===== config.mk =====
export PLATFORM = sky130hd
export DESIGN_NAME = alsu_req_arbiter
export DESIGN_NICKNAME = d
export VERILOG_FILES = /design/src/rtl/alsu_req_arbiter.sv
export SDC_FILE = /design/constraint.sdc
export NUM_CORES = 1
export LEC_CHECK = 0
export ABC_AREA = 1
export CORE_MARGIN = 8
export CORE_UTILIZATION = 40
export CTS_CLUSTER_DIAMETER = 200
export DETAILED_ROUTE_END_ITERATION = 7
export PLACE_DENSITY_LB_ADDON = 0.3
export SLEW_MARGIN = 20
export SYNTH_ARGS = -nofsm -noshare
export SYNTH_HDL_FRONTEND = slang
export SYNTH_SLANG_ARGS = --single-unit

===== constraint.sdc =====
create_clock -name clk -period 1.29 [get_ports clk]
set_input_delay 0.1935 -clock clk [delete_from_list [all_inputs] [get_ports clk]]
set_output_delay 0.1935 -clock clk [all_outputs]
set_load 0.005 [all_outputs]

===== src/rtl/alsu_req_arbiter.sv =====
// Round-robin arbiter that shares one ALSU between two requesters. Commands are accepted only
// in IDLE, issued for one cycle, and the captured result is returned to the requester that owns it.
module alsu_req_arbiter #(
  parameter int ALSU_LAT    = 2,
  parameter bit FIRST_GRANT = 1'b0
) (
  input  logic        clk,
  input  logic        rst,
  input  logic        req0_valid,
  output logic        req0_ready,
  input  logic [15:0] req0_cmd,
  output logic        resp0_valid,
  input  logic        resp0_ready,
  output logic [5:0]  resp0_data,
  output logic        resp0_err,
  input  logic        req1_valid,
  output logic        req1_ready,
  input  logic [15:0] req1_cmd,
  output logic        resp1_valid,
  input  logic        resp1_ready,
  output logic [5:0]  resp1_data,
  output logic        resp1_err,
  output logic [15:0] alsu_cmd,
  input  logic [5:0]  alsu_out,
  input  logic        alsu_err,
  output logic        busy,
  output logic [7:0]  err_cnt,
  output logic [1:0]  state_dbg
);

  // Handshakes: a transfer happens on a rising edge where valid and ready are both high.
  // reqN_ready depends combinationally on the valids; respN_valid holds with stable data
  // until respN_ready is seen.

  localparam logic [15:0] IDLE_CMD = 16'h4000;
  localparam int CW = (ALSU_LAT > 1) ? $clog2(ALSU_LAT) : 1;

  typedef enum logic [1:0] {
    S_IDLE  = 2'd0,
    S_ISSUE = 2'd1,
    S_WAIT  = 2'd2,
    S_RESP  = 2'd3
  } state_t;

  state_t        state;
  state_t        state_nxt;
  logic [CW-1:0] cnt;
  logic          last_grant;
  logic          owner;
  logic          winner;
  logic          accept;
  logic          owner_ready;
  logic          owner_err;

  assign owner_ready = owner ? resp1_ready : resp0_ready;
  assign owner_err   = owner ? resp1_err : resp0_err;
  assign busy        = (state != S_IDLE);
  assign state_dbg   = state;

  always_comb begin
    state_nxt  = state;
    winner     = 1'b0;
    accept     = 1'b0;
    req0_ready = 1'b0;
    req1_ready = 1'b0;
    case (state)
      S_IDLE: begin
        // On a tie the requester that did not win last time goes next.
        if (req0_valid && req1_valid) winner = ~last_grant;
        else                          winner = req1_valid;
        accept     = req0_valid | req1_valid;
        req0_ready = accept & ~winner;
        req1_ready = accept & winner;
        if (accept) state_nxt = S_ISSUE;
      end
      S_ISSUE: state_nxt = S_WAIT;
      S_WAIT:  if (cnt == '0) state_nxt = S_RESP;
      S_RESP:  if (owner_ready) state_nxt = S_IDLE;
      default: state_nxt = S_IDLE;
    endcase
  end

  always_ff @(posedge clk or posedge rst) begin
    if (rst) begin
      state       <= S_IDLE;
      alsu_cmd    <= IDLE_CMD;
      cnt         <= '0;
      last_grant  <= ~FIRST_GRANT;
      owner       <= 1'b0;
      resp0_valid <= 1'b0;
      resp0_data  <= '0;
      resp0_err   <= 1'b0;
      resp1_valid <= 1'b0;
      resp1_data  <= '0;
      resp1_err   <= 1'b0;
      err_cnt     <= '0;
    end else begin
      state <= state_nxt;
      case (state)
        S_IDLE: begin
          if (accept) begin
            alsu_cmd   <= winner ? req1_cmd : req0_cmd;
            owner      <= winner;
            last_grant <= winner;
          end
        end
        S_ISSUE: begin
          // Idle command forces the ALSU output back to 0 so shifts never chain.
          alsu_cmd <= IDLE_CMD;
          cnt      <= CW'(ALSU_LAT - 1);
        end
        S_WAIT: begin
          if (cnt == '0) begin
            if (owner) begin
              resp1_valid <= 1'b1;
              resp1_data  <= alsu_out;
              resp1_err   <= alsu_err;
            end else begin
              resp0_valid <= 1'b1;
              resp0_data  <= alsu_out;
              resp0_err   <= alsu_err;
            end
          end else begin
            cnt <= cnt - 1'b1;
          end
        end
        S_RESP: begin
          if (owner_ready) begin
            if (owner) resp1_valid <= 1'b0;
            else       resp0_valid <= 1'b0;
            if (owner_err && (err_cnt != 8'hFF)) err_cnt <= err_cnt + 8'd1;
          end
        end
        default: ;
      endcase
    end
  end

endmodule

==> summary.md, run 1 <==
| Metric | Value |
|---|---|
| Status | finished, violations left |
| Failing checks | negative setup slack |
| Most frequent cells in the layout | 85 x nand2_1, 44 x clkdlybuf4s50_1, 40 x dfrtp_1, 37 x dlygate4sd2_1, 36 x buf_4 |
| Vias in the first global route | 2,396 |
| GRT overflow | 0 |
| Syn Inst Count | 286 |
| CTS tree | built |
| Slew margin rel. | 0.808 |
| CTS sink cnt | 45 |
| Vias | 2,382 |
| CP arrival | 1680 ps |
| Hold WC Path Type | input pin to asynchronous set/reset pin |
| Critical Path Start Type | flip-flop |
| Core area | 5540 µm² |
| Yosys cell types | 26 |
| Commonest non-fill, non-tap cell in the layout | nand2_1 |
| Max cap viols | 0 |
| Least-Margin Pin Slew | 287 ps |
| Final Cell Area | 4000 µm² |
| Period utilization | 1.13 |
| GRT Total Usage | 0.155 |
| Final Hold Viols | 0 |
| Antenna Cells | 0 |
| Post-synthesis average cell area | 8.11 µm² |
| Synth top area share | 0.464 |
| CP max FO | 8 |
| CTS H-tree depth | 2 |
| Die width | 92.1 µm |
| Crit Reg-Reg Startpoint | state_dbg[0] |
| Gpl congestion | 0.810 |
| Share of post-route cells with drive strength above 1 | 0.279 |
| Crit path time final | 1450 ps |
| Worst setup margin | -164 ps |
| 1st-iter DRT viols | 58 |
| CTS root buffer | clkbuf_8 |
| Max clock buf depth | 2 |
| Row count | 27 |
| Fillers | 454 |
| Worst-path clk slew | 90 ps |
| Fin Hold WS | 247 ps |
| Mapped Nets | 337 |
| RSZ-0062 raised after global routing | true |
| Post-route DRC | 0 |
| Initial core utilization | 0.418 |
| Post-DP HPWL | 4600 µm |
| Placed Area | 3450 µm² |
| Post-DRT Antenna Nets | 0 |
| Sequential area share after synthesis | 0.487 |
| Largest net degree at the start of global routing | 46 |
| Reg2Reg Setup Slack | -160 ps |
| Drt wl/cell | 14.0 µm |
| Synth area leaders | dfrtp_1 46%, nand2_1 15%, nand3_1 6.9%, inv_1 6.2%, o211ai_1 4.9% |
| Setup WS pre-CTS | -430 ps |
| Crit end category | flip-flop |
| Final Skew | 5.31 ps |
| VDD IR max | 0.880 mV |
| Final wirelength | 6950 µm |
| Boundary Pins | 90 |
| Initial antenna violation count | 0 |
| Leak | 2.07 nW |
| Port bufs | 89 |
| Fin Setup TNS | -3270 ps |
| Final nets | 476 |
| Die Height | 92.1 µm |
| WP data required | 1520 ps |
| Cts bufs inserted | 5 |
| R2R depth | 9 |
| Clk_lat worst skew | 290 ps |
| Vias per cell | 4.78 |
| CP Class | flip-flop to flip-flop |
| Cell Area, Synth | 2320 µm² |
| Initial DRT Pass Iterations | 4 |
| Fin. max-slew vios | 0 |
| Tot Pwr | 0.00775 W |
| Die area | 8490 µm² |
| Wire length of the first global-routing pass | 11,000 µm |
| Yosys synthesis warning count | 0 |
| Max Fclk | 688 MHz |
| P per Cell Area | 1940 nW/µm² |
| Endpoints failing setup | 39 |
| Reg-to-reg endpoint | alsu_cmd[14] |
| Synth area leader | dfrtp_1 |
| Yosys reg bits | 45 |
| Area grow syn2layout | 72.6% |
==> logic make-up after synthesis <==
group                    Yosys count  share of synthesized area
buffers and inverters             50                     0.0961
adder cells (fa/ha/maj)            6                     0.0324
AND/OR/NAND/NOR                  146                      0.277
XOR/XNOR                           2                    0.00756
AO/OA/AOI/OAI                     37                     0.0998
flip-flops                        45                      0.487
==> layout make-up <==
type / instances / area (µm²) / area share
timing repair buffer: 142 / 1340 / 0.334
multi-input combinational: 191 / 1210 / 0.302
sequential: 45 / 1130 / 0.283
inverter: 40 / 150 / 0.0375
tap: 72 / 90.1 / 0.0225
clock buffer: 6 / 72.6 / 0.0181
clock inverter: 2 / 15.0 / 0.00375
==> power by group <==
group          leakage [nW]  internal (W)  switching (W)  total, W
Clock                0.0374      0.000382       0.000487  0.000869
Combinational          1.48       0.00236        0.00219   0.00455
Sequential            0.558       0.00200       0.000326   0.00233
==> metrics by stage <==
| step | util | std cells |
|---|---|---|
| after detailed placement | 0.622 | 460 |
| after floorplan | - | 286 |
| after global routing | 0.722 | 498 |
| after global placement | 0.622 | 460 |
| final | 0.722 | 498 |
| after CTS | 0.679 | 490 |
==> how the worst max path moves through the flow <==
stage,slack [ps],to,depth (start not counted),start
2_1_floorplan,-40,resp0_data[0],6,state_dbg[0]
3_3_place_gp,-410,req0_ready,4,req1_valid
3_5_place_dp,-430,req0_ready,4,req1_valid
4_1_cts,-160,req0_ready,5,state_dbg[1]
5_1_grt,-220,alsu_cmd[4],8,state_dbg[0]
6_report,-160,alsu_cmd[14],9,state_dbg[0]
==> state kept, by name, summed over array words and instances (netlist names) <==
| name | cells |
|---|---|
| alsu_cmd | 16 |
| cnt | 1 |
| err_cnt | 8 |
| last_grant | 1 |
| owner | 1 |
| resp0_data | 6 |
| resp0_err | 1 |
| resp0_valid | 1 |
| resp1_data | 6 |
| resp1_err | 1 |
| resp1_valid | 1 |
| state_dbg | 2 |
==> critical path, stage by stage, from the launching register on <==
cell	delay, ps
dfrtp_1	410
inv_2	90
ha_4	180
o21ai_4	70
buf_6	140
nor2_4	170
buf_12	150
nand3_2	60
o21ai_1	80
inv_1	50
==> synth_stat cells, drive strengths merged <==
| cell type | number |
|---|---|
| nand2 | 96 |
| dfrtp | 43 |
| inv | 40 |
| nand3 | 34 |
| o21ai | 17 |
| o211ai | 15 |
| nor2 | 12 |
| buf | 10 |
| ha | 6 |
| a21oi | 3 |
| dfstp | 2 |
| nand4 | 2 |
| o21bai | 2 |
| nand3b | 1 |
| nor3 | 1 |
| xnor2 | 1 |
| xor2 | 1 |
==> metal layers <==
metal | GRT usage | vias up | routed length, µm
li1 | - | 1189 | -
met3 | 0.0717 | 8 | 597
met1 | 0.170 | 1109 | 2730
met4 | 0.0362 | 0 | 74
met2 | 0.266 | 76 | 3550
met5 | 0 | - | 0
==> what timing repair did <==
action,in CTS,in global routing
gates resized for setup,83,58
hold buffers,0,0
buffers inserted,22,8
gates cloned,1,1
setup endpoints to repair,87,52
pin swaps,5,19
Note: power is estimated with default switching activity, not from simulation.
==> run 2, diff against run 1 <==
CORE_MARGIN = 3   (was 8)
==> summary.md, run 2 (synthesized netlist as in run 1, its figures left out) <==
| Metric | Value |
|---|---|
| Post-DRT Antenna Nets | 0 (unchanged) |
| Core area | 5570 µm² (+0.61%) |
| Critical path's slowest cell | dfrtp_1 |
| Port bufs | 89 (unchanged) |
| Post-DP HPWL | 4450 µm (-3.2%) |
| Largest delay contributor family on the critical path | buffers and inverters |
| Non-Filler Instances | 504 (+1.2%) |
| Die area | 6750 µm² (-21%) |
| GRT met1 Usage | 0.226 (+0.0553) |
| Crit-path cells | inv_2 > ha_4 > buf_4 > buf_6 > inv_4 > buf_6 |
| Largest net degree at the start of global routing | 34 (-26%) |
| Endpoints failing setup | 37 (-5.1%) |
| GRT Total Usage | 0.196 (+0.0410) |
| Cts bufs inserted | 5 (unchanged) |
| 1st-iter DRT viols | 74 (+28%) |
| Final Hold Viols | 0 (unchanged) |
| Leak | 2.17 nW (+4.6%) |
| Biggest regs | alsu_cmd x16, err_cnt x8 |
| RSZ-0062 raised after global routing | true |
| GRT met2 Usage | 0.342 (+0.0761) |
| Tot Pwr | 0.00837 W (+8.0%) |
| Die Height | 82.1 µm (-11%) |
| CP max FO | 3 (-5) |
| Final nets | 482 (+1.3%) |
| Most Used Layer, Global Route | met2 |
| Clk_lat worst skew | 300 ps (about the same) |
| CP arrival | 1310 ps (-370 ps) |
| Fin Setup TNS | -3740 ps (-471 ps) |
| Number of flip-flops under the largest register name | 16 (unchanged) |
| CTS tree | built |
| Hold WC Path Type | input pin to asynchronous set/reset pin |
| Initial core utilization | 0.416 (-0.00254) |
| Wire length of the first global-routing pass | 10,200 µm (-7.3%) |
| Max incr delay on CP | 380 ps (-30 ps) |
| Max Fclk | 667 MHz (-3.1%) |
| Most frequent cells in the layout | 72 x nand2_1, 44 x clkdlybuf4s50_1, 41 x dfrtp_1, 37 x dlygate4sd2_1, 33 x buf_4 |
| Largest reg by FF count | alsu_cmd |
| Worst path bufs/invs | 5 (+1) |
| Initial DRT Pass Iterations | 4 (unchanged) |
| Fin. max-slew vios | 0 (unchanged) |
| P per Cell Area | 2000 nW/µm² (+3.4%) |
| Fin Hold WS | 110 ps (-137 ps) |
| Antenna Cells | 0 (unchanged) |
| Slew margin rel. | 0.842 (+0.0344) |
| Vias in the first global route | 2,328 (-2.8%) |
| Commonest non-fill, non-tap cell in the layout | nand2_1 |
| CP Class | flip-flop to primary output |
| CTS sink cnt | 45 (unchanged) |
| Failing checks | negative setup slack |
| Boundary Pins | 90 (unchanged) |
| Fillers | 405 (-11%) |
| Vias | 2,495 (+4.7%) |
| Final wirelength | 7240 µm (+4.1%) |
| Vias per cell | 4.95 (+3.5%) |
| Gpl congestion | 0.811 (+0.21%) |
| Worst-path clk slew | 80 ps (about the same) |
| VDD IR max | 0.844 mV (-4.0%) |
| Final Skew | 6.79 ps (+1.48 ps) |
| Status | finished, violations left |
| Inst Count DP | 462 (+0.43%) |
| Drt wl/cell | 14.4 µm (+2.9%) |
| Post-route DRC | 0 (unchanged) |
| GRT overflow | 0 (unchanged) |
| GR Layer Usage met3 | 0.0586 (-0.0132) |
| Crit path time final | 1500 ps (+45.8 ps) |
| Setup WS pre-CTS | -413 ps (+16.8 ps) |
| Critical Path Start Type | flip-flop |
| Max clock buf depth | 2 (unchanged) |
| Period utilization | 1.16 (+0.0355) |
| Worst setup margin | -210 ps (-45.8 ps) |
| Initial antenna violation count | 0 (unchanged) |
| WP data required | 1100 ps (-420 ps) |
| Share of post-route cells with drive strength above 1 | 0.324 (+0.0447) |
| Crit end category | primary output |
| Row count | 27 (unchanged) |
| CP most frequent cell | buf_6 |
| CTS root buffer | clkbuf_8 |
| Max cap viols | 0 (unchanged) |
| Least-Margin Pin Slew | 236 ps (-51.5 ps) |
| CTS H-tree depth | 2 (unchanged) |
| Area grow syn2layout | 80.3% |
| Die width | 82.1 µm (-11%) |
run 2: cell count changes in the layout (fill, tap and decap cells not counted), sizes merged:
cell,change
clkinvlp,-1
clkbuf,-1
bufinv,+1
buf,+7
run 2: final timing paths:
check,from,end,slack [ps],cells past startpoint
setup reg to reg,state_dbg[0],alsu_cmd[7],-200,8
setup / recovery,state_dbg[1],busy,-210,6
hold / removal,rst,resp0_data[1],110,2
max in group asynchronous,rst,alsu_cmd[14],710,3
hold reg to reg,last_grant,last_grant,490,2
min in group clk,alsu_out[1],resp1_data[1],460,3
run 2: timing repair:
action / 4_1_cts / 5_1_grt
endpoints found under the setup margin: 87 / 52
buffers inserted: 20 / 13
cloned: 2 / 3
gates resized for setup: 123 / 46
pin swaps: 13 / 13
hold buffers: 0 / 0
run 2: through the flow:
step / utilization / area (µm²)
after floorplan: - / 2360
after global placement: 0.626 / 3490
after detailed placement: 0.626 / 3490
after CTS: 0.698 / 3890
after global routing: 0.750 / 4180
final: 0.750 / 4180
run 2: worst register-to-register path, stage by stage (launching register included):
cell and delay [ps]:
dfrtp_1 400, inv_2 90, ha_4 160, buf_6 100, nand3_4 80, buf_12 150, clkbuf_16 150, o211ai_1 170
nand2_1 70
run 2: metal layers:
| layer | wire length [µm] | vias up |
|---|---|---|
| met3 | 481 | 14 |
| met1 | 2850 | 1191 |
| met2 | 3770 | 80 |
| li1 | - | 1210 |
| met5 | 0 | - |
| met4 | 136 | 0 |
run 2: area by class of cell:
| class | count | area [µm²] | share of cell area |
|---|---|---|---|
| Timing Repair Buffer | 148 | 1470 | 0.351 |
| Sequential cell | 45 | 1130 | 0.271 |
| Clock buffer | 6 | 82.6 | 0.0198 |
| Multi-Input combinational cell | 191 | 1210 | 0.291 |
| Tap cell | 72 | 90.1 | 0.0216 |
| Inverter | 40 | 155 | 0.0371 |
| Clock inverter | 2 | 37.5 | 0.00898 |
run 2: power by group:
group | switching (W) | total [W] | internal [W]
logic | 0.00229 | 0.00487 | 0.00258
clock network | 0.000485 | 0.00111 | 0.000630
registers | 0.000379 | 0.00239 | 0.00201
==> run 3, diff against run 2 <==
TNS_END_PERCENT = 30   (was not set)
==> summary.md, run 3 (synthesized netlist as in run 1, its figures left out) <==
| Metric | Value |
|---|---|
| Max incr delay on CP | 580 ps (+200 ps) |
| Area grow syn2layout | 67.4% |
| Critical Path Start Type | flip-flop |
| Max clock buf depth | 2 (unchanged) |
| Hold WC Path Type | input pin to asynchronous set/reset pin |
| CP Class | flip-flop to primary output |
| Biggest regs | alsu_cmd x16, err_cnt x8 |
| Failing checks | negative setup slack |
| Wire length of the first global-routing pass | 9620 µm (-5.6%) |
| CP Capture Point | req0_ready |
| Largest net degree at the start of global routing | 25 (-26%) |
| Vias per cell | 4.69 (-5.3%) |
| Endpoints failing setup | 23 (-38%) |
| Final wirelength | 6210 µm (-14%) |
| Least-Margin Pin Slew | 286 ps (+49.9 ps) |
| Post-route DRC | 0 (unchanged) |
| CTS sink cnt | 45 (unchanged) |
| WP data required | 1100 ps (about the same) |
| GRT Total Usage | 0.184 (-0.0125) |
| Post-DRT Antenna Nets | 0 (unchanged) |
| Commonest non-fill, non-tap cell in the layout | nand2_1 |
| Period utilization | 1.16 (-0.00531) |
| GRT overflow | 0 (unchanged) |
| Clk_lat worst skew | 290 ps (about the same) |
| Vias | 2,296 (-8.0%) |
| Gpl congestion | 0.821 (+1.2%) |
| Setup WS pre-CTS | -400 ps (+12.3 ps) |
| Die area | 6750 µm² (unchanged) |
| Port bufs | 89 (unchanged) |
| Initial core utilization | 0.416 (unchanged) |
| Most frequent cells in the layout | 88 x nand2_1, 44 x clkdlybuf4s50_1, 41 x dfrtp_1, 39 x dlygate4sd2_1, 32 x inv_1 |
| 1st-iter DRT viols | 80 (+8.1%) |
| Status | finished, violations left |
| Slew margin rel. | 0.809 (-0.0334) |
| CTS root buffer | clkbuf_8 |
| Reg2Reg Setup Slack | -200 ps (about the same) |
| CTS H-tree depth | 2 (unchanged) |
| Worst Setup SP | last_grant |
| Number of flip-flops under the largest register name | 16 (unchanged) |
| Die Height | 82.1 µm (unchanged) |
| Fin Hold WS | 78.3 ps (-32.0 ps) |
| Fin Setup TNS | -3370 ps (+373 ps) |
| Antenna Cells | 0 (unchanged) |
| Reg-to-reg endpoint | alsu_cmd[6] |
| Crit path time final | 1490 ps (-6.85 ps) |
| Crit-path cells | nand2_4 > buf_6 > a21oi_2 > buf_2 |
| R2R depth | 9 (+1) |
| Cts bufs inserted | 5 (unchanged) |
| RSZ-0062 raised after global routing | true |
| Crit end category | primary output |
| Worst-path clk slew | 90 ps (about the same) |
| Fin. max-slew vios | 0 (unchanged) |
| Worst setup margin | -203 ps (+6.85 ps) |
| Final Hold Viols | 0 (unchanged) |
| Drt wl/cell | 12.7 µm (-12%) |
| Max cap viols | 0 (unchanged) |
| CP max FO | 2 (-1) |
| Post-DP HPWL | 4390 µm (-1.4%) |
| Largest reg by FF count | alsu_cmd |
| Boundary Pins | 90 (unchanged) |
| Share of post-route cells with drive strength above 1 | 0.230 (-0.0944) |
| P per Cell Area | 1940 nW/µm² (-3.3%) |
| Tot Pwr | 0.00751 W (-10%) |
| Final nets | 468 (-2.9%) |
| Crit Reg-Reg Startpoint | state_dbg[0] |
| Number of cells on the critical path | 4 (-2) |
| CTS tree | built |
| Initial antenna violation count | 0 (unchanged) |
| Leak | 2.07 nW (-4.6%) |
| CP arrival | 1300 ps (about the same) |
| Core area | 5570 µm² (unchanged) |
| Initial DRT Pass Iterations | 4 (unchanged) |
| Util after Layout | 0.696 (-0.0539) |
| Vias in the first global route | 2,192 (-5.8%) |
| Final Skew | 11.0 ps (+4.23 ps) |
| Row count | 27 (unchanged) |
| Critical path's slowest cell | dfstp_2 |
| Worst path bufs/invs | 2 (-3) |
| VDD IR max | 0.870 mV (+3.1%) |
| Fillers | 487 (+20%) |
| Max Fclk | 670 MHz (+0.46%) |
| Die width | 82.1 µm (unchanged) |
| Largest delay contributor family on the critical path | flip-flops |
[run 3: changes by cell type in the layout (fill, tap and decap cells not counted), sizes merged]
cell,change
buf,-15
clkdlybuf4s15,-1
dlymetal6s2s,+1
clkinvlp,-1
dlygate4sd2,+2
clkbuf,-1
clkinv,+1
[run 3: metrics by stage]
stage                     area (µm²)  std cells
final                           3880        490
after global routing            3880        490
after CTS                       3740        487
after detailed placement        3490        465
after global placement          3490        465
after floorplan                 2340        286
[run 3: cell type report]
cell class	instances	area [µm²]	area share
Multi-Input combinational cell	191	1120	0.289
Tap cell	72	90.1	0.0232
Inverter	40	153	0.0393
Clock buffer	6	72.6	0.0187
Timing Repair Buffer	134	1270	0.328
Sequential cell	45	1130	0.292
Clock inverter	2	38.8	0.0100
[run 3: worst min-delay path by stage]
stage	cells past startpoint	endpoint	start
finish	2	alsu_cmd[2]	rst
global route	2	alsu_cmd[2]	rst
CTS	2	alsu_cmd[2]	rst
detailed placement	2	alsu_cmd[2]	rst
global placement	2	alsu_cmd[2]	rst
floorplan	2	resp1_data[0]	alsu_out[0]
[run 3: timing repair]
item | in CTS | in global routing
pin swaps | 2 | 4
hold buffers | 0 | 0
gates cloned | 0 | 1
resized for setup | 75 | 31
setup endpoints to repair | 87 | 51
buffers inserted | 14 | 2
[run 3: report_power, final]
part / leakage, nW / total [W] / internal (W) / switching (W)
clock network: 0.0554 / 0.00107 / 0.000582 / 0.000488
registers: 0.560 / 0.00234 / 0.00200 / 0.000340
logic: 1.45 / 0.00410 / 0.00213 / 0.00196
total: 2.07 / 0.00751 / 0.00472 / 0.00279
[run 3: per-layer routing]
layer  track usage  part of all wire  up-vias
li1              -                 -     1178
met1         0.217              0.42     1050
met2         0.315              0.50       63
met3        0.0553             0.067        5
met4        0.0664            0.0097        0
met5             0                 0        -
